`src/rtl/ps2_cmd_pkg.sv`:
```
// Shared direction codes, FSM state encoding and priority helpers for ps2_key_cmd.
// Latency: n/a (types and pure functions only).
// Backpressure: n/a.
package ps2_cmd_pkg;

    localparam logic [1:0] DIR_UP    = 2'b00;
    localparam logic [1:0] DIR_DOWN  = 2'b01;
    localparam logic [1:0] DIR_LEFT  = 2'b10;
    localparam logic [1:0] DIR_RIGHT = 2'b11;

    typedef enum logic [1:0] {
        ST_IDLE   = 2'b00,
        ST_DELAY  = 2'b01,
        ST_REPEAT = 2'b10
    } state_t;

    // v = {up, down, left, right}; fixed priority up > down > left > right
    function automatic logic [1:0] prio_dir(input logic [3:0] v);
        logic [1:0] d;
        if (v[3])      d = DIR_UP;
        else if (v[2]) d = DIR_DOWN;
        else if (v[1]) d = DIR_LEFT;
        else           d = DIR_RIGHT;
        return d;
    endfunction

    // Inverse of prio_dir for a single code: bit position in {up, down, left, right}
    function automatic logic [3:0] dir_mask(input logic [1:0] d);
        logic [3:0] m;
        m = 4'b1000 >> d;
        return m;
    endfunction

endpackage

```
`src/rtl/key_edge_det.sv`:
```
// Registers the key vector and exposes per-key rise/fall strobes.
// Latency: rise/fall are combinational against a 1-cycle-old copy of the keys.
// Backpressure: none, sampled every cycle.
module key_edge_det #(
    parameter int W = 5
) (
    input  logic         clk,
    input  logic         rst,
    input  logic [W-1:0] key,
    output logic [W-1:0] rise,
    output logic [W-1:0] fall
);

    logic [W-1:0] k_q;

    always_ff @(posedge clk) begin
        if (rst) k_q <= '0;
        else     k_q <= key;
    end

    assign rise = key & ~k_q;
    assign fall = ~key & k_q;

endmodule

```
`src/rtl/ps2_key_cmd.sv`:
```
// Turns held PS/2 key levels into a latched direction, step pulses with auto-repeat, and enter pulses.
// Latency: all outputs registered, 1 cycle after the key is first sampled.
// Backpressure: none; consumer must take each one-cycle pulse when it appears.
module ps2_key_cmd
    import ps2_cmd_pkg::*;
#(
    parameter int REPEAT_DELAY = 50_000_000,
    parameter int REPEAT_RATE  = 10_000_000,
    parameter int CNT_W        = 26
) (
    input  logic       clk,
    input  logic       rst,
    input  logic       up,
    input  logic       down,
    input  logic       left,
    input  logic       right,
    input  logic       enter,
    input  logic       rep_en,
    output logic [1:0] dir_o,
    output logic       dir_valid,
    output logic       step_pulse,
    output logic       enter_pulse
);

    localparam logic [CNT_W-1:0] DLY_LAST  = CNT_W'(REPEAT_DELAY - 1);
    localparam logic [CNT_W-1:0] RATE_LAST = CNT_W'(REPEAT_RATE - 1);

    logic [4:0] key;
    logic [4:0] rise;
    logic [4:0] fall;
    logic       unused_enter_fall;

    assign key = {up, down, left, right, enter};
    assign unused_enter_fall = fall[0];

    key_edge_det #(.W(5)) u_edge (
        .clk  (clk),
        .rst  (rst),
        .key  (key),
        .rise (rise),
        .fall (fall)
    );

    state_t           state_q, state_d;
    logic [CNT_W-1:0] cnt_q, cnt_d;
    logic [1:0]       dir_q, dir_d;
    logic             step_q, step_d;
    logic             enter_q;

    logic [3:0] drise, dfall, dheld;
    logic       act_fall, terminal;

    always_comb begin
        state_d  = state_q;
        cnt_d    = cnt_q;
        dir_d    = dir_q;
        step_d   = 1'b0;
        drise    = rise[4:1];
        dfall    = fall[4:1];
        dheld    = key[4:1];
        act_fall = |(dfall & dir_mask(dir_q));
        terminal = (state_q == ST_DELAY) ? (cnt_q == DLY_LAST) : (cnt_q == RATE_LAST);

        if (state_q == ST_IDLE) begin
            if (|drise) begin
                dir_d   = prio_dir(drise);
                step_d  = 1'b1;
                cnt_d   = '0;
                state_d = ST_DELAY;
            end
        end else begin
            // A new press always wins, even if the active key drops in the same cycle
            if (|drise) begin
                dir_d   = prio_dir(drise);
                step_d  = 1'b1;
                cnt_d   = '0;
                state_d = ST_DELAY;
            end else if (act_fall) begin
                if (|dheld) begin
                    dir_d   = prio_dir(dheld);
                    step_d  = 1'b1;
                    cnt_d   = '0;
                    state_d = ST_DELAY;
                end else begin
                    state_d = ST_IDLE;
                end
            end else if (rep_en) begin
                if (terminal) begin
                    step_d  = 1'b1;
                    cnt_d   = '0;
                    state_d = ST_REPEAT;
                end else begin
                    cnt_d = cnt_q + 1'b1;
                end
            end
        end
    end

    always_ff @(posedge clk) begin
        if (rst) begin
            state_q <= ST_IDLE;
            cnt_q   <= '0;
            dir_q   <= DIR_UP;
            step_q  <= 1'b0;
            enter_q <= 1'b0;
        end else begin
            state_q <= state_d;
            cnt_q   <= cnt_d;
            dir_q   <= dir_d;
            step_q  <= step_d;
            enter_q <= rise[0];
        end
    end

    assign dir_o       = dir_q;
    assign dir_valid   = (state_q != ST_IDLE);
    assign step_pulse  = step_q;
    assign enter_pulse = enter_q;

endmodule
```
`config.mk`:
```
export PLATFORM = sky130hd
export DESIGN_NAME = ps2_key_cmd
export DESIGN_NICKNAME = d
export VERILOG_FILES = /design/src/rtl/ps2_cmd_pkg.sv /design/src/rtl/key_edge_det.sv /design/src/rtl/ps2_key_cmd.sv
export SDC_FILE = /design/constraint.sdc
export NUM_CORES = 1
export LEC_CHECK = 0
export CAP_MARGIN = 20
export CORE_MARGIN = 2
export CORE_UTILIZATION = 35
export CTS_BUF_LIST = sky130_fd_sc_hd__clkbuf_8
export DETAILED_ROUTE_END_ITERATION = 10
export GPL_ROUTABILITY_DRIVEN = 0
export PLACE_DENSITY = 0.51
export SYNTH_ARGS = -nofsm -noshare
export SYNTH_HDL_FRONTEND = slang
export SYNTH_HIERARCHICAL = 1
export SYNTH_SLANG_ARGS = --single-unit
export TNS_END_PERCENT = 20
```
`constraint.sdc`:
```
create_clock -name clk -period 2.12 [get_ports clk]
set_input_delay 0.424 -clock clk [delete_from_list [all_inputs] [get_ports clk]]
set_output_delay 0.424 -clock clk [all_outputs]
set_load 0.01 [all_outputs]
```
# == After elaboration in Yosys (flattened, before gate mapping) ==
# Index checks and enable logic that the tools add are counted.
# word_totals
elab_cells,63
ram_bits,0
n_memories,0
register_bits,37
mem_bits_ro,0
out_inout_bits,5
latchBits,0
inputBits,8
# classes
shift,1
muxes,33
order_cmp,0
n_div,0
n_eq_ne,5
mul,0
n_reduce_logical,12
n_addsub,1
n_bitwise,5
# ops
op,count
26-bit 2-to-1 mux,7
2-bit 2-to-1 mux,15
26-bit by 1-bit adder with 26-bit output (second input constant),1
26-bit by 24-bit == test with 1-bit output (second input constant),1
26-bit == test (second input constant),1
4-bit OR reduction,3
1-bit 2-to-1 mux,11
5-bit bitwise AND,2
5-bit inverter,2
3-bit AND reduction,3
2-bit nonzero test,3
3-bit nonzero test,2
4-bit bitwise AND,1
4-bit by 2-bit right shift with 4-bit output (first input constant),1
3-bit by 1-bit inequality test with 1-bit output (second input constant),1
2-bit by 1-bit == test with 1-bit output (second input constant),1
2-bit logical NOT,1
2-bit by 1-bit inequality test with 1-bit output (second input constant),1

# == Longest topological paths before layout ==
# Gate-level depths: netlist of run 1.
# logic_depth
word_depth,7
mapped_depth,9
mapped_depth_nobuf,6

# == Modules after synthesis ==
# The synthesis of run 1 kept the hierarchy.
# by_module_without_submodules
mod,area_each_um2,cells_each,seq_area_each_um2,n_inst
ps2_key_cmd,2010.7,212,640.6,1
key_edge_det,193.9,20,100.1,1

# == Worst setup path after synthesis of run 1 ==
# Ideal clock, no wire load.
# synth_timing
path_kind,input to register
startpoint,input left
endpoint,register cnt_q[14]
t_arrival_ns,2.084
setup_ns,0.142
cell_stages,8
n_path_buf,2
required_time_ns,1.978
setup_slack_ns,-0.106
path_cell_list,nor2b_1 > or4_1 > buf_2 > a31o_4 > buf_6 > o2111ai_1 > mux2i_1 > a211oi_2
# synth_via
elab_chain_cells,7
word_cells_on_any_way,14
cone_classes,2 x eq/ne; 3 x mux; 4 x bitwise; 5 x reduce/logical
# synth_rtl
element,line_no,rtl
"start, declared",ps2_key_cmd.sv:15,"input logic left,"
5-bit inverter,key_edge_det.sv:22,assign fall = ~key & k_q;
5-bit bitwise AND,key_edge_det.sv:22,
4-bit bitwise AND,ps2_key_cmd.sv:61,act_fall = |(dfall & dir_mask(dir_q));
4-bit OR reduction,ps2_key_cmd.sv:61,
26-bit 2-to-1 mux,ps2_key_cmd.sv:78,end else if (act_fall) begin
26-bit 2-to-1 mux,ps2_key_cmd.sv:73,if (|drise) begin
26-bit 2-to-1 mux,ps2_key_cmd.sv:64,if (state_q == ST_IDLE) begin
"end signal, assigned",ps2_key_cmd.sv:108,cnt_q <= cnt_d;
"end, declared",ps2_key_cmd.sv:45,"logic [CNT_W-1:0] cnt_q, cnt_d;"
# Several ways; a longest one is shown, not always the timed one.
# A chain may end at the register's enable or synchronous reset.

# == Worst setup path in the final report of run 1 ==
# layout_timing
startpoint,input down
endpoint,register cnt_q[25]
# layout_via
elab_chain_cells,7
word_cells_on_any_way,14
cone_classes,2 x eq/ne; 3 x mux; 4 x bitwise; 5 x reduce/logical
# layout_rtl
element,line_no,rtl
"start, declared",ps2_key_cmd.sv:14,"input logic down,"
5-bit inverter,key_edge_det.sv:22,
5-bit bitwise AND,key_edge_det.sv:22,
4-bit bitwise AND,ps2_key_cmd.sv:61,
4-bit OR reduction,ps2_key_cmd.sv:61,
26-bit 2-to-1 mux,ps2_key_cmd.sv:78,
26-bit 2-to-1 mux,ps2_key_cmd.sv:73,
26-bit 2-to-1 mux,ps2_key_cmd.sv:64,
# Several ways; a longest one is shown, not always the timed one.

==> results of run 1 <==
## critical path, cell delays in order
cell and delay (ns):
clkdlybuf4s15_1 0.22, buf_4 0.17, or4_1 0.57, a31o_4 0.33, o21ai_4 0.23, buf_6 0.13, o31ai_1 0.08, a211oi_2 0.21
## layer usage
| metal | global-route usage (%) | wire, um | up-vias |
|---|---|---|---|
| met5 | 0 | 0 | - |
| met2 | 27.8 | 2670 | 22 |
| met3 | 2.98 | 160 | 4 |
| met4 | 6.41 | 56 | 0 |
| li1 | - | - | 1013 |
| met1 | 22.1 | 2830 | 946 |
## stage by stage
step	TNS [ns]	util, %	cells	area (sq um)	hold slack [ns]
3_3_place_gp	-15.75	46.2	354	2770	0.462
2_1_floorplan	-0.468	-	231	2240	0.444
3_5_place_dp	-15.89	46.2	354	2770	0.463
5_1_grt	-1.44	50.7	368	3040	0.498
4_1_cts	-0.0864	49.3	366	2950	0.475
6_report	-0.0431	50.7	368	3040	0.471
## area by class of cell
class	instances	area [sq um]
Clock buffer	5	68.8
Fill cell	554	2950
Multi-Input combinational cell	174	1450
Tap cell	75	93.8
Timing Repair Buffer	65	579
Clock inverter	3	65.1
Inverter	9	33.8
Sequential cell	37	747
## sequential cells by signal (all words and copies together) (netlist names)
| name | flops |
|---|---|
| enter_pulse | 1 |
| step_pulse | 1 |
| state_q | 2 |
| u_edge/k_q | 5 |
| cnt_q | 26 |
| dir_o | 2 |
## report_power, final
part | internal, mW | switching, mW
Combinational | 0.128 | 0.129
Sequential | 0.708 | 0.00702
Clock | 0.467 | 0.268
## final timing paths
| path | startpoint | slack, ns | to |
|---|---|---|---|
| max | down | -0.02 | cnt_q[25]$_SDFFE_PP0P_ |
| min | cnt_q[1]$_SDFFE_PP0P_ | 0.47 | cnt_q[1]$_SDFFE_PP0P_ |
| max reg2reg | u_edge/k_q[1]$_SDFF_PP0_ | 0 | cnt_q[22]$_SDFFE_PP0P_ |
| min reg2reg | cnt_q[1]$_SDFFE_PP0P_ | 0.47 | cnt_q[1]$_SDFFE_PP0P_ |
## timing repair
| action | 4_1_cts | 5_1_grt |
|---|---|---|
| pin swaps | 9 | 20 |
| setup buffers | 4 | 2 |
| resized for setup | 11 | 21 |
| setup endpoints to repair | 29 | 25 |
| hold buffers | 0 | 0 |
| cloned | 0 | 0 |
==> flow_summary_export.csv, run 1 <==
group,metric,value,unit
outcome,outcome,"finished, violations left",
outcome,violations,"negative setup slack",
timing,tightestPinTransition,0.459,ns
setup_path,path_class,"in2reg",
timing,maxSlewViolCount,0,
hold_path,whs_path_depth,2,
grt,grt_max_degree,25,
power_and_ir_drop,irDropWorstVdd,0.592,mV
die,io_pins,13,
place,dpl.hpwl,4140,um
die,die_area,6930,sq um
die,initial_core_util,36.7,%
place,pre_cts_ws,-0.635,ns
power_and_ir_drop,power_density,562,nW/um^2
timing,slew_headroom,69.4,%
layout,drive_above_1_share,39.2,%
die,fp.dieH,83.3,um
power_and_ir_drop,p_leak,1.02,nW
grt,grt_usage,16.9,%
detailed_routing,drc,0,
grt,grt_pass1_vias,1922,
clock_network,cts-root-buf,"clkbuf_8",
setup_path,startpoint_type,"primary input",
setup_path,cp.arrival,2.37,ns
setup_path,cp_max_fo,11,
detailed_routing,drt_iter0_drc,92,
power_and_ir_drop,p_total,1.71,mW
layout,fin_nets,301,
detailed_routing,post_drt_wl_per_cell,15.5,um
clock_network,h-tree-depth,2,
layout,area_growth,38.2,%
synth,synth_area,2200,sq um
clock_network,clock-sinks,37,
clock_network,clk_latency,0.30,ns
grt,antenna_found_initial,0,
clock_network,clock_path_buffers,2,
synth,postSynthAreaPerCell,9.52,sq um
detailed_routing,routed_via_density,5.39,
timing,clock_skew,0.00860,ns
detailed_routing,drt_pass1_iterations,4,
synth,synth_warnings,6,
grt,overflow,0,
layout,layout_common_cells,"43 x buf_4, 32 x dfxtp_1, 13 x nor3_2, 13 x nor2b_1, 10 x a211oi_2",
die,fp-row-count,28,
clock_network,clk_transition_reported_paths,0.08,ns
synth,synthesis.nets,240,
timing,rsz0062_at_grt,"true",
detailed_routing,ant_nets,0,
layout,layout_commonest_cell,"buf_4",
setup_path,cp.required,2.35,ns
timing,period_share,101,%
timing,post-route-min-period,2.14,ns
hold_path,hold_path_class,"reg2reg",
synth,synthCells,231,
die,core,5990,sq um
timing,finalSetupViolCount,4,
clock_network,cts_tree,"done",
grt,grt_pass1_wl,9450,um
clock_network,numCtsBuffers,5,
timing,hold_violations,0,
run,cap_violations,0,
setup_path,end_kind,"flop",
timing,fin_ws,-0.0202,ns
place,numPortBuffers,12,
layout,antenna_cells,0,
setup_path,r2r_cells,6,
detailed_routing,wirelength,5720,um
die,die_x,83.3,um
detailed_routing,dr_total_vias,1985,
timing,fmax,467,MHz
Note: power is estimated with default switching activity, not from simulation.
==> inputs of run 2 (changes only) <==
--- a/config.mk
+++ b/config.mk
@@ -11,6 +11,7 @@
 export CTS_BUF_LIST = sky130_fd_sc_hd__clkbuf_8
 export DETAILED_ROUTE_END_ITERATION = 10
 export GPL_ROUTABILITY_DRIVEN = 0
+export GPL_TIMING_DRIVEN = 0
 export PLACE_DENSITY = 0.51
 export SYNTH_ARGS = -nofsm -noshare
 export SYNTH_HDL_FRONTEND = slang
==> flow_summary_export.csv, run 2 (synthesized netlist as in run 1, its figures left out) <==
group,metric,value,unit
outcome,outcome,"finished, violations left",
outcome,violations,"negative setup slack",
layout,antenna_cells,0,
setup_path,cpLargestDelayFamily,"buffers and inverters",
power_and_ir_drop,pwr-share-clk,36.0,%
setup_path,rrSetupSlack,-0.05,ns
place,numPortBuffers,12,
clock_network,clk_transition_reported_paths,0.08,ns
timing,post-route-min-period,2.17,ns
setup_path,cp.required,2.32,ns
timing,tightestPinTransition,0.771,ns
clock_network,numCtsBuffers,5,
detailed_routing,wirelength,5780,um
hold_path,whs_path_depth,2,
hold_path,hold_start,"left",
detailed_routing,ant_nets,0,
clock_network,h-tree-depth,2,
setup_path,path_class,"reg2reg",
die,initial_core_util,36.7,%
timing,whs,0.430,ns
timing,tns,-0.341,ns
layout,layout_commonest_cell,"dfxtp_1",
die,io_pins,13,
detailed_routing,drt_pass1_iterations,4,
timing,finalSetupViolCount,17,
place,dpl.hpwl,3750,um
detailed_routing,post_drt_wl_per_cell,16.7,um
setup_path,cp_slowest_cell,"mux4_2",
grt,grt_usage,17.5,%
detailed_routing,drt_iter0_drc,80,
clock_network,clock-sinks,37,
setup_path,end_kind,"flop",
timing,fin_ws,-0.0475,ns
setup_path,r2r_cells,10,
setup_path,crit_top_cell,"buf_6",
power_and_ir_drop,p_comb_share,17.5,%
die,core,5990,sq um
clock_network,cts-root-buf,"clkbuf_8",
timing,clock_skew,0.0123,ns
setup_path,startpoint_type,"flop",
timing,maxSlewViolCount,0,
setup_path,worstSetupPathDepth,10,
power_and_ir_drop,irDropWorstVdd,0.308,mV
layout,largest_reg_flops,26,
setup_path,r2r-end,"cnt_q[10]$_SDFFE_PP0P_",
die,fp-row-count,28,
layout,fin_nets,280,
grt,grt_max_degree,12,
timing,period_share,102,%
grt,grt_pass1_wl,9740,um
grt,overflow,0,
timing,rsz0062_at_grt,"true",
power_and_ir_drop,swShare,26.5,%
layout,regMostFlops,"cnt_q",
layout,top_regs,"cnt_q: 26 flops, u_edge/k_q: 5 flops",
setup_path,critical_path.max_stage_delay,0.47,ns
timing,slew_headroom,48.6,%
die,die_area,6930,sq um
power_and_ir_drop,pwr-share-seq,46.5,%
detailed_routing,drc,0,
clock_network,clock_path_buffers,2,
power_and_ir_drop,p_leak,0.925,nW
layout,area_growth,33.1,%
place,pre_cts_ws,-0.790,ns
grt,antenna_found_initial,0,
power_and_ir_drop,power_density,527,nW/um^2
detailed_routing,dr_total_vias,1951,
power_and_ir_drop,p_sw,0.408,mW
clock_network,cts_tree,"done",
die,die_x,83.3,um
timing,hold_violations,0,
hold_path,min_to,"u_edge/k_q[2]$_SDFF_PP0_",
setup_path,path_cells,"nor2b_1 > mux4_2 > buf_8 > a31o_4 > buf_12 > nor2_4 > a21oi_4 > buf_6 > buf_6 > nor4_2",
setup_path,cp.arrival,2.37,ns
clock_network,clk_latency,0.29,ns
layout,drive_above_1_share,37.1,%
detailed_routing,routed_via_density,5.62,
setup_path,r2r_start,"u_edge/k_q[3]$_SDFF_PP0_",
setup_path,crit_buf_inv,4,
power_and_ir_drop,p_int,1.13,mW
hold_path,hold_path_class,"in2reg",
setup_path,cp_max_fo,7,
timing,fmax,461,MHz
grt,grt_pass1_vias,1951,
die,fp.dieH,83.3,um
run,cap_violations,0,
layout,layout_common_cells,"32 x dfxtp_1, 16 x buf_4, 13 x nor3_2, 12 x nor2b_1, 10 x a211oi_2",
-- run 2: cell types whose count changed in the layout (fill, tap and decap cells not counted), sizes merged --
cell / before / now
bufbuf: 0 / 1
clkdlybuf4s15: 2 / 0
dlygate4sd2: 1 / 0
clkdlybuf4s50: 7 / 8
buf: 54 / 31
bufinv: 2 / 0
clkbuf: 6 / 11
-- run 2: what timing repair did --
action | 4_1_cts | 5_1_grt
gates cloned | 2 | 0
endpoints found under the hold margin | 0 | 0
hold buffers | 0 | 0
endpoints found under the setup margin | 30 | 26
gates resized for setup | 48 | 14
setup buffers | 20 | 1
pin swaps | 25 | 10
-- run 2: per-stage QoR --
| stage | cell area [sq um] | total power [mW] | instances | utilization (%) |
|---|---|---|---|---|
| after floorplan | 2240 | 0.851 | 231 | - |
| after global placement | 2450 | 0.920 | 318 | 40.9 |
| after CTS | 2860 | 1.56 | 346 | 47.7 |
| final | 2930 | 1.54 | 347 | 48.8 |
| after global routing | 2930 | 1.62 | 347 | 48.8 |
| after detailed placement | 2450 | 0.919 | 318 | 40.9 |
-- run 2: worst max path at each step --
stage	start	endpoint	slack, ns
after floorplan	down	cnt_q[14]$_SDFFE_PP0P_	-0.06
after global placement	down	cnt_q[14]$_SDFFE_PP0P_	-0.80
after detailed placement	down	cnt_q[14]$_SDFFE_PP0P_	-0.79
after CTS	u_edge/k_q[3]$_SDFF_PP0_	cnt_q[12]$_SDFFE_PP0P_	-0.05
after global routing	u_edge/k_q[2]$_SDFF_PP0_	cnt_q[10]$_SDFFE_PP0P_	-0.12
final	u_edge/k_q[3]$_SDFF_PP0_	cnt_q[10]$_SDFFE_PP0P_	-0.05
-- run 2: per-layer routing --
layer  wire length (um)  track usage (%)  vias up
li1                   -                -      963
met3                200             3.68        8
met2               2820             28.7       38
met1               2660             22.6      942
met4                 97             6.71        0
met5                  0                0        -
-- run 2: area by class of cell --
| cell class | instances | area [sq um] |
|---|---|---|
| flip-flops and latches | 37 | 747 |
| multi-input cells | 174 | 1520 |
| clock inverters | 1 | 5.00 |
| inverters | 9 | 33.8 |
| fillers | 562 | 3070 |
| repair buffers | 35 | 337 |
| well taps | 75 | 93.8 |
| clock buffers | 7 | 96.3 |
| plain buffers | 9 | 91.3 |
-- run 2: power by group through the flow --
stage / Combinational (mW) / Sequential [mW] / Clock, mW
2_1_floorplan: 0.119 / 0.733 / 0
3_3_place_gp: 0.189 / 0.731 / 0
3_5_place_dp: 0.188 / 0.731 / 0
4_1_cts: 0.266 / 0.716 / 0.576
5_1_grt: 0.287 / 0.718 / 0.613
6_report: 0.270 / 0.716 / 0.555
